<file path="src/rtl/knn_vote_reader.sv">
// Read-out end of the KNN neighbour list: histograms the K stored labels,
// votes for the majority class and serves the result over the CPU read handshake.
module knn_vote_reader #(
    parameter int K       = 10,
    parameter int LABEL_W = 4,
    parameter int IDX_W   = $clog2(K),
    parameter int CNT_W   = $clog2(K + 1)
) (
    input  logic               clk,
    input  logic               rst,
    input  logic               start,
    output logic [IDX_W-1:0]   nb_addr,
    input  logic [LABEL_W-1:0] nb_label,
    input  logic               nb_occ,
    input  logic               rd_valid,
    output logic               rd_ready,
    output logic [31:0]        rdata,
    output logic               busy,
    output logic               done
);

    localparam int NC = 2 ** LABEL_W;

    typedef enum logic [1:0] {
        ST_IDLE = 2'd0,
        ST_SCAN = 2'd1,
        ST_VOTE = 2'd2,
        ST_DONE = 2'd3
    } state_t;

    state_t             state_r;
    logic [CNT_W-1:0]   hist_r [NC];
    logic [LABEL_W-1:0] cls_r;
    logic [LABEL_W-1:0] best_lbl_r;
    logic [CNT_W-1:0]   best_cnt_r;

    logic               hist_clr_s;
    logic               hist_inc_s;
    logic [CNT_W-1:0]   cls_cnt_s;
    logic               vote_win_s;
    logic [31:0]        resp_s;

    // Response word: flag in bit 31, count in [23:16], label in [15:0].
    function automatic logic [31:0] pack_resp(
        input logic               flag,
        input logic [CNT_W-1:0]   cnt,
        input logic [LABEL_W-1:0] lbl
    );
        logic [31:0] w;
        w        = 32'h0000_0000;
        w[31]    = flag;
        w[23:16] = 8'(cnt);
        w[15:0]  = 16'(lbl);
        return w;
    endfunction

    // Decode histogram controls, the vote comparison and the response word.
    always_comb begin
        hist_clr_s = 1'b0;
        hist_inc_s = 1'b0;
        if (state_r == ST_IDLE) begin
            hist_clr_s = start;
        end else if (state_r == ST_SCAN) begin
            hist_inc_s = nb_occ;
        end else begin
            hist_clr_s = 1'b0;
        end
        cls_cnt_s  = hist_r[cls_r];
        vote_win_s = (cls_cnt_s > best_cnt_r);
        resp_s     = pack_resp(done, best_cnt_r, best_lbl_r);
    end

    // Per-class histogram: cleared on vote start, bumped by occupied entries.
    always_ff @(posedge clk or posedge rst) begin
        if (rst) begin
            for (int i = 0; i < NC; i++) begin
                hist_r[i] <= '0;
            end
        end else if (hist_clr_s) begin
            for (int i = 0; i < NC; i++) begin
                hist_r[i] <= '0;
            end
        end else if (hist_inc_s) begin
            hist_r[nb_label] <= hist_r[nb_label] + CNT_W'(1);
        end
    end

    // CPU read port: one response per sampled request, data held otherwise.
    always_ff @(posedge clk or posedge rst) begin
        if (rst) begin
            rd_ready <= 1'b0;
            rdata    <= 32'h0000_0000;
        end else begin
            rd_ready <= rd_valid;
            if (rd_valid) begin
                rdata <= resp_s;
            end
        end
    end

    // Sequencing FSM: scan the list, vote one class per cycle, hold result.
    always_ff @(posedge clk or posedge rst) begin
        if (rst) begin
            state_r    <= ST_IDLE;
            nb_addr    <= '0;
            cls_r      <= '0;
            best_lbl_r <= '0;
            best_cnt_r <= '0;
            busy       <= 1'b0;
            done       <= 1'b0;
        end else begin
            case (state_r)
                ST_IDLE: begin
                    if (start) begin
                        nb_addr    <= '0;
                        cls_r      <= '0;
                        best_lbl_r <= '0;
                        best_cnt_r <= '0;
                        busy       <= 1'b1;
                        state_r    <= ST_SCAN;
                    end
                end
                ST_SCAN: begin
                    if (nb_addr == IDX_W'(K - 1)) begin
                        nb_addr <= '0;
                        cls_r   <= '0;
                        state_r <= ST_VOTE;
                    end else begin
                        nb_addr <= nb_addr + IDX_W'(1);
                    end
                end
                ST_VOTE: begin
                    // Strict compare: on a tie the lower label, seen first, stays.
                    if (vote_win_s) begin
                        best_cnt_r <= cls_cnt_s;
                        best_lbl_r <= cls_r;
                    end
                    if (cls_r == LABEL_W'(NC - 1)) begin
                        busy    <= 1'b0;
                        done    <= 1'b1;
                        state_r <= ST_DONE;
                    end else begin
                        cls_r <= cls_r + LABEL_W'(1);
                    end
                end
                ST_DONE: begin
                    if (rd_valid) begin
                        done    <= 1'b0;
                        state_r <= ST_IDLE;
                    end
                end
                default: begin
                    busy    <= 1'b0;
                    done    <= 1'b0;
                    state_r <= ST_IDLE;
                end
            endcase
        end
    end

    knn_vote_reader_chk u_chk (
        .clk      (clk),
        .rst      (rst),
        .rd_valid (rd_valid),
        .rd_ready (rd_ready),
        .busy     (busy),
        .done     (done)
    );

endmodule

// Protocol invariants of the vote reader outputs.
module knn_vote_reader_chk (
    input logic clk,
    input logic rst,
    input logic rd_valid,
    input logic rd_ready,
    input logic busy,
    input logic done
);

    a_busy_done_excl: assert property (@(posedge clk) disable iff (rst) !(busy && done));
    a_resp_follows_req: assert property (@(posedge clk) disable iff (rst) rd_ready |-> $past(rd_valid));

endmodule

</file>
<file path="config.mk">
export PLATFORM = sky130hd
export DESIGN_NAME = knn_vote_reader
export DESIGN_NICKNAME = d
export VERILOG_FILES = /design/src/rtl/knn_vote_reader.sv
export SDC_FILE = /design/constraint.sdc
export NUM_CORES = 1
export LEC_CHECK = 0
export CORE_MARGIN = 8
export CORE_UTILIZATION = 62
export DETAILED_ROUTE_END_ITERATION = 12
export HOLD_SLACK_MARGIN = 0.05
export PLACE_DENSITY = 0.9
export SLEW_MARGIN = 20
export SYNTH_ARGS = -nofsm -noshare
export SYNTH_HDL_FRONTEND = slang
export SYNTH_SLANG_ARGS = --single-unit
</file>
<file path="constraint.sdc">
create_clock -name clk -period 5.35 [get_ports clk]
set_input_delay 1.605 -clock clk [delete_from_list [all_inputs] [get_ports clk]]
set_output_delay 1.605 -clock clk [all_outputs]
set_load 0.02 [all_outputs]
</file>
==> results.py, run 1 <==
metrics = {
    "status": {
        "outcome": "finished, final reports clean",
    },
    "floorplan": {
        "start_util": 0.6331,
        "die_x_um": 107.4,
        "core_um2": 8175,
        "die_area_um2": 11530,
        "rows": 33,
        "io_pins": 48,
        "die_h_um": 107.4,
    },
    "sta": {
        "rsz0062_at_grt": "false",
        "final.min_clock_period_ns": 4.331,
        "slew_headroom": 0.3150,
        "fin_ws_ns": 1.019,
        "max_slew.worst_pin.slew_ns": 1.028,
        "hold_viol_final": 0,
        "clock_skew_ns": 0.01212,
        "fmax_ghz": 0.2309,
        "post-route-period-util": 0.8095,
        "report.final.slew_viol_count": 0,
        "setup-tns-final_ns": 0,
        "setup_viol": 0,
    },
    "cts": {
        "cts_hold_buf": 0,
        "cts_setup_buffers": 0,
        "cts_max_path_buffers": 2,
        "cts_inserted_buffers": 9,
        "clock_sink_count": 94,
        "ctsResizeCount": 0,
        "path_clk_slew_ns": 0.08,
        "clock-root-buffer": "clkbuf_8",
        "cts_tree": "yes",
        "clkLatencyLatePin_ns": 0.37,
        "h-tree-depth": 3,
    },
    "routing": {
        "drc": 0,
        "drt_iter0_markers": 323,
        "drt-total-wl_um": 11430,
        "dr.pass1.iters": 6,
        "ant_nets": 0,
        "wl_per_cell_um": 19.50,
        "via_count": 3734,
        "routed_via_density": 6.372,
    },
    "synthesis": {
        "synthCells": 461,
        "synth-edff-count": 0,
        "synth_area_per_cell_um2": 11.23,
        "yosysMostFrequentCell": "dfrtp_1",
        "ys_ff_latch": 94,
        "netlist_top_cells_count": "94 x dfrtp_1, 68 x nand3_1, 39 x o21ai_0, 38 x mux4_2, 35 x nand2_1",
        "synthDistinctLibCells": 37,
        "yosysSeqAreaShare": 0.4544,
        "netlist.area_leader.share": 0.4544,
        "synth.area.top_cells": "dfrtp_1 45%, mux4_2 17%, nand3_1 6.6%",
        "yosysTopAreaCell": "dfrtp_1",
        "netlist_area_um2": 5176,
        "yosys_warnings": 0,
        "synth-main-ff-cell": "dfrtp_1",
        "async_flop_share": 1.000,
    },
    "hold_path": {
        "hp-start": "best_lbl_r[2]$_DFFE_PP0P_",
        "hold_class": "flip-flop to flip-flop",
    },
    "global_route": {
        "overflow": 0,
        "grt_pass1_wl_um": 19200,
        "grt_pass1_vias": 3869,
        "grt_start_max_net_pins": 66,
        "grt_util_all_layers": 0.2120,
        "antenna_found_initial": 0,
    },
    "pwr": {
        "p_leak_nw": 2.352,
        "power_per_cell_area_nw_per_um2": 363.8,
        "ir_drop_mv": 0.2103,
    },
    "cells_and_area": {
        "area_growth_pct": 8.001,
        "fin_nets": 499,
        "antenna_cells": 0,
        "finalNonFillerCells": 586,
        "fin_util": 0.6838,
        "multiInputGateArea_um2": 2547,
        "design_area_um2": 5590,
        "nFillCells": 613,
        "register_area_um2": 2352,
        "drive_above_1_share": 0.1788,
    },
    "critical_path": {
        "rr_startpoint": "cls_r[0]$_DFFE_PP0P_",
        "startpoint": "nb_label[0]",
        "path_max_fanout": 18,
        "path_class": "input pin to flip-flop",
        "crit_arrival_ns": 4.57,
        "worstPathRequired_ns": 5.59,
        "setup.worst_path.end_class": "flip-flop",
        "cp-start-kind": "input pin",
    },
    "placement": {
        "dp.cells": 571,
        "place_ws_ns": 0.5877,
        "dp_hpwl_um": 8082,
        "routabilityCongestion": 0.8923,
        "dpl-instance-area_um2": 5400,
        "io_buffers": 24,
    },
    "run": {
        "max-cap-violations": 0,
    },
}
power breakdown:
| part | internal, mW | leakage (nW) | switching (mW) |
|---|---|---|---|
| logic | 0.278 | 0.975 | 0.382 |
| registers | 0.794 | 1.29 | 0.114 |
| clock network | 0.227 | 0.0887 | 0.239 |
| total | 1.30 | 2.35 | 0.735 |
layout make-up:
class / instances / share of cell area
Inverter: 16 / 0.01097
Multi-Input combinational cell: 323 / 0.4557
Clock inverter: 3 / 0.008057
Sequential cell: 94 / 0.4208
Clock buffer: 12 / 0.02596
Timing Repair Buffer: 33 / 0.05506
Tap cell: 105 / 0.02350
final timing paths:
check / to / slack, ns / depth (start not counted)
worst max register to register: best_lbl_r[2]$_DFFE_PP0P_ / 1.44 / 11
min in group asynchronous: hist_r[50]$_DFFE_PP0P_ / 1.62 / 2
worst min register to register: best_lbl_r[2]$_DFFE_PP0P_ / 0.51 / 1
worst max-delay path: hist_r[58]$_DFFE_PP0P_ / 1.02 / 8
worst min-delay path: best_lbl_r[2]$_DFFE_PP0P_ / 0.51 / 1
max in group asynchronous: hist_r[10]$_DFFE_PP0P_ / 2.88 / 3
metal layers:
metal,global-route usage,vias up,part of all wire
li1,-,1680,-
met1,0.2393,1858,0.36
met2,0.3628,167,0.53
met3,0.06407,29,0.077
met4,0.09613,0,0.027
met5,0,-,0
stage by stage:
| step | total power, mW | hold WS (ns) |
|---|---|---|
| final | 2.034 | 0.5072 |
| after floorplan | 1.395 | 0.4750 |
| after global placement | 1.535 | 0.4880 |
| after global routing | 2.148 | 0.5340 |
| after CTS | 2.039 | 0.5132 |
| after detailed placement | 1.578 | 0.4975 |
kinds of logic after synthesis:
group / Yosys count / synth area share
AND/OR/NAND/NOR: 132 / 0.1242
flip-flops: 94 / 0.4544
AO/OA/AOI/OAI: 99 / 0.1131
adder cells (fa/ha/maj): 13 / 0.03142
other: 1 / 0.0007245
XOR/XNOR: 2 / 0.007011
buffers and inverters: 66 / 0.06986
multiplexers: 54 / 0.1992
worst max-delay path: stages:
cell	delay [ns]
clkdlybuf4s50_1	0.67
buf_4	0.25
mux4_2	0.51
mux4_2	0.66
ha_1	0.27
xnor2_1	0.29
buf_4	0.21
o21ai_0	0.09
cells in the final DEF, fill, tap and decap left out, types with 3 or more instances in the layout:
cell             Yosys  routed
mux4_2              38      38
o21ai_1             25      25
nor2_1               7       7
dfrtp_1             94      94
clkdlybuf4s50_1      0      24
ha_1                13      13
o21ai_2             10      10
o21ai_0             39      39
nor3_1               6       6
a22o_1               6       6
mux2_2              12      12
a22oi_1              6       6
clkbuf_8             0      10
a21oi_1              7       7
inv_1               16      15
mux2i_1              4       4
nor2b_1              4       4
nand3_1             68      68
nand2b_1             3       3
nand2_1             35      34
conb_1               1      23
and2_1               3       3
buf_4               23       9
sequential cells by signal, indices dropped and copies added (netlist names):
signal      cells
hist_r         64
rdata           9
best_cnt_r      4
best_lbl_r      4
cls_r           4
nb_addr         4
state_r         2
busy            1
done            1
rd_ready        1
(Power assumes the default switching activity.)
==> run 2: changes to the inputs <==
Settings changed: CORE_UTILIZATION 62 to 58, PLACE_DENSITY 0.9 to 0.85.
Clock period 5.35 ns to 4.3 ns, I/O delays scaled along.
==> results.py, run 2 (same netlist as run 1, synthesis figures left out) <==
metrics = {
    "cells_and_area": {
        "top_register": "hist_r",
        "multiInputGateArea_um2": 2547,
        "register_area_um2": 2352,
        "finalNonFillerCells": 595,
        "most-common-layout-cells": "94 x dfrtp_1, 68 x nand3_1, 39 x o21ai_0, 38 x mux4_2, 34 x nand2_1",
        "nFillCells": 666,
        "drive_above_1_share": 0.1930,
        "fin_util": 0.6510,
        "largest_reg_flops": 64,
        "area_growth_pct": 9.137,
        "antenna_cells": 0,
        "fin_nets": 504,
        "reg_top3": "hist_r (64), rdata (9)",
        "final_common_cell": "dfrtp_1",
    },
    "pwr": {
        "ir_drop_mv": 0.2234,
        "p_comb_frac": 0.342,
        "p_leak_nw": 2.390,
        "power_frac_seq": 0.434,
        "p_switching_mw": 0.9353,
        "intPower_mw": 1.604,
        "clkPwrFrac": 0.224,
        "power.share.switching": 0.3684,
        "power_per_cell_area_nw_per_um2": 449.5,
        "power.total_mw": 2.539,
    },
    "sta": {
        "slew_headroom": 0.5454,
        "max_slew.worst_pin.slew_ns": 0.6819,
        "clock_skew_ns": 0.01423,
        "post-route-period-util": 0.8518,
        "rsz0062_at_grt": "false",
        "fmax_ghz": 0.2730,
        "setup_viol": 0,
        "final.min_clock_period_ns": 3.663,
        "hold_viol_final": 0,
        "report.final.slew_viol_count": 0,
        "setup-tns-final_ns": 0,
    },
    "routing": {
        "via_count": 3809,
        "ant_nets": 0,
        "drc": 0,
        "drt_iter0_markers": 387,
        "dr.pass1.iters": 5,
        "routed_via_density": 6.402,
        "drt-total-wl_um": 11730,
        "wl_per_cell_um": 19.72,
    },
    "critical_path": {
        "crit_top_cell": "mux4_2",
        "path_max_fanout": 19,
        "cp_top_family": "multiplexers",
        "setup.worst_path.end_class": "flip-flop",
        "cp.depth": 8,
        "crit_chain": "clkdlybuf4s50_1, buf_12, mux4_2, mux4_2, ha_1, xnor2_1, buf_4, o21ai_0",
        "worstPathRequired_ns": 4.53,
        "cpPeakStageDelay_ns": 0.53,
        "crit_arrival_ns": 3.89,
        "cp-start-kind": "input pin",
        "r2r_cells": 10,
        "crit_slowest_cell": "mux4_2",
        "cp_num_buf_inv": 3,
        "path_class": "input pin to flip-flop",
    },
    "global_route": {
        "gr-usage-met2": 0.3255,
        "overflow": 0,
        "grt_pass1_vias": 3911,
        "grt_pass1_wl_um": 19880,
        "top_usage_layer": "met2",
        "use_met1": 0.2411,
        "grt_util_all_layers": 0.1953,
        "antenna_found_initial": 0,
        "grt_start_max_net_pins": 66,
        "grt_use_met3": 0.04762,
    },
    "hold_path": {
        "hold_path_depth": 1,
        "hold_class": "flip-flop to flip-flop",
    },
    "cts": {
        "path_clk_slew_ns": 0.08,
        "cts_max_path_buffers": 2,
        "clock-root-buffer": "clkbuf_8",
        "h-tree-depth": 3,
        "cts_tree": "yes",
        "cts_setup_buffers": 0,
        "ctsResizeCount": 0,
        "cts_hold_buf": 0,
        "clkLatencyLatePin_ns": 0.36,
        "cts_inserted_buffers": 9,
        "clock_sink_count": 94,
    },
    "placement": {
        "io_buffers": 24,
        "routabilityCongestion": 0.9606,
        "dp.cells": 579,
        "dp_hpwl_um": 8391,
    },
    "floorplan": {
        "io_pins": 48,
        "start_util": 0.5965,
        "die_area_um2": 12200,
        "die_h_um": 110.5,
        "die_x_um": 110.5,
        "rows": 34,
        "core_um2": 8678,
    },
    "run": {
        "max-cap-violations": 0,
    },
    "status": {
        "outcome": "finished, final reports clean",
    },
}
## run 2: changes by cell type in the layout (fill, tap and decap cells not counted), moves of 2 or more
cell	previous run	this run
clkbuf_8	10	12
clkbuf_1	2	0
clkinv_4	0	2
buf_4	9	13
## run 2: power groups by stage
| stage | logic, mW | clock network [mW] | registers, mW |
|---|---|---|---|
| final | 0.867 | 0.570 | 1.10 |
| after global routing | 0.952 | 0.614 | 1.12 |
| after CTS | 0.865 | 0.577 | 1.10 |
| after detailed placement | 0.861 | 0 | 1.12 |
| after global placement | 0.827 | 0 | 1.11 |
| after floorplan | 0.629 | 0 | 1.11 |
## run 2: path summary, 6_finish.rpt
| path | start | endpoint | slack (ns) |
|---|---|---|---|
| min in group asynchronous | rst | hist_r[56]$_DFFE_PP0P_ | 1.31 |
| hold reg to reg | best_lbl_r[3]$_DFFE_PP0P_ | rdata[3]$_DFFE_PP0P_ | 0.52 |
| setup / recovery | nb_label[0] | hist_r[50]$_DFFE_PP0P_ | 0.64 |
| max in group asynchronous | rst | hist_r[59]$_DFFE_PP0P_ | 2.18 |
| setup reg to reg | cls_r[0]$_DFFE_PP0P_ | best_lbl_r[2]$_DFFE_PP0P_ | 0.66 |
| hold / removal | best_lbl_r[3]$_DFFE_PP0P_ | rdata[3]$_DFFE_PP0P_ | 0.52 |
## run 2: cell type report
cell class / instances / area share
multi-input cells: 323 / 0.4509
well taps: 108 / 0.02392
clock inverters: 4 / 0.005316
repair buffers: 38 / 0.06334
clock buffers: 12 / 0.02924
flip-flops and latches: 94 / 0.4164
inverters: 16 / 0.01085
## run 2: worst reg2reg max path, stage by stage (launching register included)
cell and delay, ns:
dfrtp_1 0.36, buf_4 0.35, mux4_2 0.60, mux4_2 0.51, ha_1 0.30, nor2b_1 0.15
o21a_1 0.13, o21a_1 0.10, o21ai_0 0.14, a22oi_1 0.50, mux2_2 0.39
## run 2: metrics by stage
step	worst slack (ns)	area, µm²	hold WS, ns
final	0.6372	5649	0.5155
after global routing	0.5034	5649	0.5318
after CTS	0.6775	5649	0.5161
after detailed placement	0.3097	5454	0.4942
after global placement	0.3543	5454	0.4893
after floorplan	0.5613	5259	0.4750
## run 2: per-layer routing
layer,routed length (µm),up-vias
li1,-,1692
met1,4635,1906
met2,5912,185
met3,879,26
met4,303,0
met5,0,-
